**config.mk**
```make
export PLATFORM = sky130hd
export DESIGN_NAME = handshaking_slave_fifo
export DESIGN_NICKNAME = d
export VERILOG_FILES = /design/src/rtl/handshaking_slave_fifo.sv
export SDC_FILE = /design/constraint.sdc
export NUM_CORES = 1
export LEC_CHECK = 0
export CAP_MARGIN = 20
export CORE_UTILIZATION = 55
export DETAILED_ROUTE_END_ITERATION = 16
export PLACE_DENSITY = 0.78
export SLEW_MARGIN = 20
export SYNTH_ARGS = -nofsm -noshare
export SYNTH_HDL_FRONTEND = slang
export SYNTH_SLANG_ARGS = --single-unit
```
**constraint.sdc**
```tcl
create_clock -name clk -period 3.25 [get_ports clk]
set_clock_uncertainty 0.1 [all_clocks]
set_input_delay 0.65 -clock clk [delete_from_list [all_inputs] [get_ports clk]]
set_output_delay 0.65 -clock clk [all_outputs]
set_load 0.02 [all_outputs]
```
**src/rtl/handshaking_slave_fifo.sv**
```systemverilog
// Valid/ready slave backed by a first-word-fall-through FIFO. It reports occupancy and a sticky
// flag for upstream handshake violations.
module handshaking_slave_fifo #(
   parameter int unsigned DATA_WIDTH = 8,
   parameter int unsigned DEPTH      = 4,
   parameter int unsigned ADDR_WIDTH = $clog2(DEPTH)
) (
   input  logic                  clk,
   input  logic                  rst,
   input  logic [DATA_WIDTH-1:0] data_in,
   input  logic                  data_valid,
   output logic                  data_ready,
   output logic [DATA_WIDTH-1:0] data_out,
   output logic                  out_valid,
   input  logic                  ready,
   output logic [ADDR_WIDTH:0]   count,
   output logic                  protocol_err
);

   localparam logic [ADDR_WIDTH-1:0] PtrOne    = ADDR_WIDTH'(1);
   localparam logic [ADDR_WIDTH:0]   CountOne  = (ADDR_WIDTH + 1)'(1);
   localparam logic [ADDR_WIDTH:0]   FullCount = (ADDR_WIDTH + 1)'(DEPTH);

   typedef enum logic [1:0] {StEmpty, StPartial, StFull} state_e;

   state_e                state_q, state_d;
   logic [DATA_WIDTH-1:0] mem_q [DEPTH];
   logic [ADDR_WIDTH-1:0] wr_ptr_q, rd_ptr_q;
   logic [ADDR_WIDTH:0]   count_q, count_d;
   logic                  push, pop;
   logic                  prev_valid_q, prev_ready_q;
   logic [DATA_WIDTH-1:0] prev_data_q;
   logic                  err_q, err_d;

   // Handshake outputs come only from the registered state, so a pop while full
   // reopens data_ready one cycle later rather than in the same cycle.
   always_comb begin
      data_ready = 1'b0;
      out_valid  = 1'b0;
      unique case (state_q)
         StEmpty:   data_ready = ~rst;
         StPartial: begin
            data_ready = ~rst;
            out_valid  = 1'b1;
         end
         StFull:    out_valid = 1'b1;
         default:   ;
      endcase

      push = data_valid & data_ready;
      pop  = out_valid & ready;

      case ({push, pop})
         2'b10:   count_d = count_q + CountOne;
         2'b01:   count_d = count_q - CountOne;
         default: count_d = count_q;
      endcase

      if (count_d == '0) begin
         state_d = StEmpty;
      end else if (count_d == FullCount) begin
         state_d = StFull;
      end else begin
         state_d = StPartial;
      end

      // A stalled word must be held stable until it is accepted.
      err_d = err_q | (prev_valid_q & ~prev_ready_q &
                       (~data_valid | (data_in != prev_data_q)));
   end

   always_ff @(posedge clk or posedge rst) begin
      if (rst) begin
         state_q      <= StEmpty;
         mem_q        <= '{default: '0};
         wr_ptr_q     <= '0;
         rd_ptr_q     <= '0;
         count_q      <= '0;
         prev_valid_q <= 1'b0;
         prev_ready_q <= 1'b0;
         prev_data_q  <= '0;
         err_q        <= 1'b0;
      end else begin
         state_q <= state_d;
         count_q <= count_d;
         if (push) begin
            mem_q[wr_ptr_q] <= data_in;
            wr_ptr_q        <= wr_ptr_q + PtrOne;
         end
         if (pop) begin
            rd_ptr_q <= rd_ptr_q + PtrOne;
         end
         prev_valid_q <= data_valid;
         prev_ready_q <= data_ready;
         prev_data_q  <= data_in;
         err_q        <= err_d;
      end
   end

   assign data_out     = mem_q[rd_ptr_q];
   assign count        = count_q;
   assign protocol_err = err_q;

endmodule
```
==> summary.txt, run 1 <==
Run status
  • Status: finished clean

STA
  • Final hold vios: 0
  • Setup_tns: 0 ps
  • RSZ-0062 raised after global routing: false
  • Crit share post-route: roughly 90%
  • Rel. slew slack: between 50% and 60%
  • Max Slew Vio Count: 0
  • Final worst path period need: ~2900 ps
  • Max Clk Rate: about 0.34 GHz
  • Fin worst setup slack: about 340 ps
  • Setup violators final: 0
  • Measured slew at the worst slew-check pin: ~700 ps

Critical path
  • Worst r2r src: state_q[0]
  • Crit path max fanout: 6
  • Setup CP Type: flop to output port
  • Startpoint class of the critical path: flop
  • Data arrival, critical path: between 2000 and 2500 ps
  • Crit. Startpoint: rd_ptr_q[0]
  • R2R Setup Slk: roughly 800 ps
  • CP required: around 2500 ps
  • CP Capture Type: output port

Pwr
  • Sw frac: between 30% and 40%
  • Pleak: approximately 1.2 nW
  • Combinational share of power: 44.0%
  • Power per cell area: 985 nW/um^2
  • Internal: about 1.8 mW
  • Clock group share of total power: between 10% and 20%
  • Sequential power share: ~40%
  • Peak VDD IR: about 0.50 mV
  • Switch Pwr: 0.883 mW

Routing
  • DRC Markers: 0
  • WL/cell: 17.1 um
  • DRT antenna net count: 0
  • DR pass1 iterations: 4
  • Detailed Route Iter0 Violations: 47
  • Vias: ~1300
  • Post-DR vias/cell: ~5.5
  • WL final: 3.96 mm

Cells and area
  • Layout area overhead: 18.4%
  • Share of cells above drive strength 1: a little under a third
  • Final nets: ~200
  • Most common cell after layout, fill and taps aside: dfrtp_1
  • Leading cell types in the layout, fill and taps excluded: 52 x dfrtp_1, 30 x mux2_2, 25 x clkdlybuf4s50_1
  • # diodes: 0

Global route
  • Vias in the first global route: ~1300
  • Overflow after GRT: 0
  • Antenna violations before repair: 0
  • First-pass GRT wire length: 6.63 mm
  • Largest net degree at the start of global routing: 37
  • All-layer global routing usage: 21.8%

Floorplanning
  • Initial Util: 57.5%
  • Die Wd: 66.9 um
  • Chip height: 66.9 um
  • Core area: 4030 sq um
  • Io pins: 26
  • Die ar.: between 4000 and 5000 sq um
  • # rows: 23

Placed design
  • Hpwl dp: between 2 and 3 mm
  • GP Congestion: around 0.76
  • IO Port Bufs: 25
  • Dpl ws: 273 ps

Synthesis
  • Synth Cell Area: 2310 sq um
  • Syn Inst Count: about 150
  • Ys async rst share: 100%
  • Mean post-synth cell area: roughly 16 sq um
  • Distinct cells, synth: 25
  • Post-synthesis sequential area ratio: between 50% and 60%
  • Net Count, Synth: around 170
  • Yosys warnings: 0
  • Synth Register Bits: between 50 and 60
  • Synth Flop Type: dfrtp_1
  • EDFF count, synth: 0

Clock network
  • CTS resizes: 0
  • Clock tree root driver cell: clkbuf_8
  • Worst skew pair latency: roughly 300 ps
  • Deepest clock path buffer count: 2
  • CTS sink cnt: 52
  • Hold_buf cts: 0
  • Clk slew on worst S/H paths: around 90 ps
  • Num CTS Buffers: 5
  • CTS tree: built
  • H-tree depth: 2
  • Post-CTS setup buffer count: 0

Min path
  • Worst Hold Class: flop to flop
  • Hold Startpoint: mem_q[13]

Run
  • Max_cap viols: 0
[path summary, 6_finish.rpt]
path	to	cells past startpoint
min	mem_q[13]	1
min in group asynchronous	prev_data_q[7]	2
max in group asynchronous	prev_ready_q	3
max reg2reg	state_q[1]	9
min reg2reg	mem_q[13]	1
max	data_out[0]	3
[power groups by stage]
stage	clock network, mW	registers [mW]	logic (mW)
6_report	0.426	1.08	1.19
5_1_grt	0.461	1.13	1.29
3_5_place_dp	0	1.10	1.20
3_3_place_gp	0	1.08	1.16
4_1_cts	0.439	1.09	1.20
2_1_floorplan	0	1.04	0.841
[synthesized netlist by cell type, types with 2 or more instances]
master | number | area [sq um]
a31oi_1 | 2 | 12.5
dfrtp_1 | 52 | 1300
mux2_2 | 30 | 338
a21oi_1 | 2 | 10.0
xnor2_1 | 3 | 26.3
o21ai_0 | 2 | 10.0
mux2_4 | 2 | 30.0
xor2_1 | 10 | 87.6
nand3_4 | 4 | 70.1
ha_1 | 7 | 87.6
mux4_2 | 8 | 180
nand2_1 | 4 | 15.0
inv_1 | 9 | 33.8
buf_6 | 2 | 22.5
[critical path, stage by stage (launching register included)]
cell and delay, ps:
dfrtp_1 540, buf_4 250, mux4_2 520, clkdlybuf4s50_1 550
[per-layer routing]
layer	wire length (um)	part of all wire [%]	vias to the layer above	global-route usage (%)
met1	1730	44	666	27.7
met4	65	1.6	0	8.78
li1	-	-	590	-
met2	2040	52	18	35.2
met5	0	0	-	0
met3	126	3.2	5	5.82
[flip-flops by register name (all words and copies together), names as in the netlist]
name          flops
count             3
protocol_err      1
mem_q            32
prev_data_q       8
state_q           2
wr_ptr_q          2
prev_ready_q      1
prev_valid_q      1
rd_ptr_q          2
[area by class of cell]
type | count | area [sq um]
repair buffers | 30 | 288
well taps | 50 | 62.6
inverters | 9 | 33.8
clock inverters | 2 | 35.0
multi-input cells | 83 | 948
fillers | 285 | 1290
flip-flops and latches | 52 | 1300
clock buffers | 6 | 72.6
[cell families after synthesis]
group / count (synthesis) / share of synthesized area, %
multiplexers: 41 / 24.2
buffers and inverters: 13 / 2.81
AO/OA/AOI/OAI: 7 / 1.84
flip-flops: 52 / 56.2
AND/OR/NAND/NOR: 14 / 5.41
adder cells (fa/ha/maj): 8 / 4.65
XOR/XNOR: 13 / 4.92
[per-stage QoR]
stage	cell area [sq um]	power (mW)	utilization (%)	hold slack, ps	instances
after floorplan	2310	1.88	-	374	148
after global placement	2630	2.24	65.4	381	224
after detailed placement	2630	2.30	65.4	390	224
after CTS	2740	2.73	68.0	409	232
after global routing	2740	2.88	68.0	428	232
final	2740	2.70	68.0	406	232
Note: power is estimated with default switching activity, not from simulation.
==> run 2: changes to the inputs <==
GPL_TIMING_DRIVEN = 0   (was not set)
==> summary.txt, run 2 (synthesis results as in run 1) <==
STA
  • Max Slew Vio Count: 0
  • RSZ-0062 raised after global routing: false
  • Setup violators final: 0
  • Final hold vios: 0
  • Final worst path period need: about 2900 ps
  • Setup_tns: 0 ps
  • Max Clk Rate: 0.347 GHz
  • Rel. slew slack: around 53%
  • Measured slew at the worst slew-check pin: approximately 700 ps
  • Crit share post-route: about nine tenths

Critical path
  • CP Capture Type: output port
  • CP max stage delay: around 550 ps
  • Worst Reg2Reg Path Length in Cells: 10
  • Startpoint class of the critical path: flop
  • Worst r2r src: state_q[0]
  • CP max stage cell: clkdlybuf4s50_1
  • Worst flop-to-flop path endpoint: state_q[1]
  • Data arrival, critical path: ~2100 ps
  • Crit path max fanout: 9
  • Crit. Startpoint: rd_ptr_q[1]
  • R2R Setup Slk: 640 ps
  • Critical Path Sink: data_out[0]
  • Setup CP Type: flop to output port
  • CP required: approximately 2500 ps
  • Critical Path, Cell by Cell: clkbuf_1, mux4_2, clkdlybuf4s50_1

Clock network
  • Clk slew on worst S/H paths: approximately 90 ps
  • Hold_buf cts: 0
  • CTS resizes: 0
  • Num CTS Buffers: 5
  • Clock tree root driver cell: clkbuf_8
  • Deepest clock path buffer count: 2
  • CTS tree: built
  • Worst skew pair latency: roughly 300 ps
  • H-tree depth: 2
  • Post-CTS setup buffer count: 0
  • CTS sink cnt: 52

Placed design
  • IO Port Bufs: 25
  • GP Congestion: between 0.7 and 0.8
  • Hpwl dp: 2.76 mm

Run
  • Max_cap viols: 0

Cells and area
  • Top reg by flops: mem_q
  • Leading cell types in the layout, fill and taps excluded: 52 x dfrtp_1, 30 x mux2_2, 25 x clkdlybuf4s50_1
  • Final nets: 201
  • Max reg flops: 32
  • Layout area overhead: 19.4%
  • Most common cell after layout, fill and taps aside: dfrtp_1
  • Share of cells above drive strength 1: between 30% and 40%
  • Final core occ: slightly below 70%
  • # diodes: 0

Pwr
  • Pleak: approximately 1.2 nW
  • Peak VDD IR: about 0.5 mV
  • Power per cell area: approximately 990 nW/um^2

Global route
  • Largest net degree at the start of global routing: 37
  • First-pass GRT wire length: 6.62 mm
  • All-layer global routing usage: a little over a fifth
  • Overflow after GRT: 0
  • Antenna violations before repair: 0
  • Vias in the first global route: between 1000 and 1500

Routing
  • Vias: 1239
  • DRC Markers: 0
  • DR pass1 iterations: 4
  • WL/cell: around 17 um
  • Detailed Route Iter0 Violations: between 50 and 60
  • Post-DR vias/cell: between 5 and 6
  • DRT antenna net count: 0
  • WL final: ~3.9 mm

Floorplanning
  • Initial Util: around 57%
  • Core area: approximately 4000 sq um
  • Die Wd: 66.9 um
  • Die ar.: about 4500 sq um
  • # rows: 23
  • Chip height: approximately 67 um
  • Io pins: 26

Min path
  • Worst Hold Class: flop to flop
  • Worst hold path depth: 1

Run status
  • Status: finished clean
run 2: cell types whose count changed in the layout (fill, tap and decap cells not counted), sizes merged:
cell,previous run,this run
clkinvlp,0,1
buf,5,4
clkinv,1,0
inv,9,10
run 2: worst max-delay path, delay by kind of cell, from the launching register on:
family	cells	cell delay [ps]
buffers and inverters	2	1080
multiplexers	1	420
flip-flops	1	330
run 2: final cells by class:
class	count	area, sq um
inverters	9	33.8
clock buffers	5	68.8
fillers	280	1270
multi-input cells	83	948
flip-flops and latches	52	1300
well taps	50	62.6
plain buffers	4	31.3
clock inverters	3	46.3
repair buffers	26	270
run 2: worst min-delay path by stage:
stage / startpoint / endpoint / slack, ps
after global placement: mem_q[12] / mem_q[12] / 380
final: mem_q[0] / mem_q[0] / 410
after CTS: mem_q[0] / mem_q[0] / 410
after floorplan: mem_q[10] / mem_q[10] / 370
after global routing: mem_q[21] / mem_q[21] / 430
after detailed placement: mem_q[0] / mem_q[0] / 390
run 2: through the flow:
step	setup slack [ps]	hold slack [ps]	instance area [sq um]	total power, mW	cells
2_1_floorplan	793	374	2310	1.88	148
3_3_place_gp	261	381	2630	2.23	223
3_5_place_dp	152	388	2650	2.30	224
4_1_cts	362	409	2760	2.76	232
5_1_grt	300	433	2760	2.90	232
6_report	366	408	2760	2.73	232
run 2: power by group:
part	leakage [nW]	switching [mW]	internal, mW
registers	0.620	0.137	0.910
clock network	0.0548	0.211	0.232
logic	0.524	0.556	0.681
run 2: routing by layer:
metal	global-route usage, %	vias up	routed length, um
met1	26.9	629	1730
met3	5.82	5	121
li1	-	586	-
met4	7.18	0	38
met2	34.8	19	2030
met5	0	-	0
==> run 3: changes to the inputs <==
CAP_MARGIN = 10   (was 20)
==> results of run 3 <==
No change in the layout: final DEF, timing and power equal those of run 2.
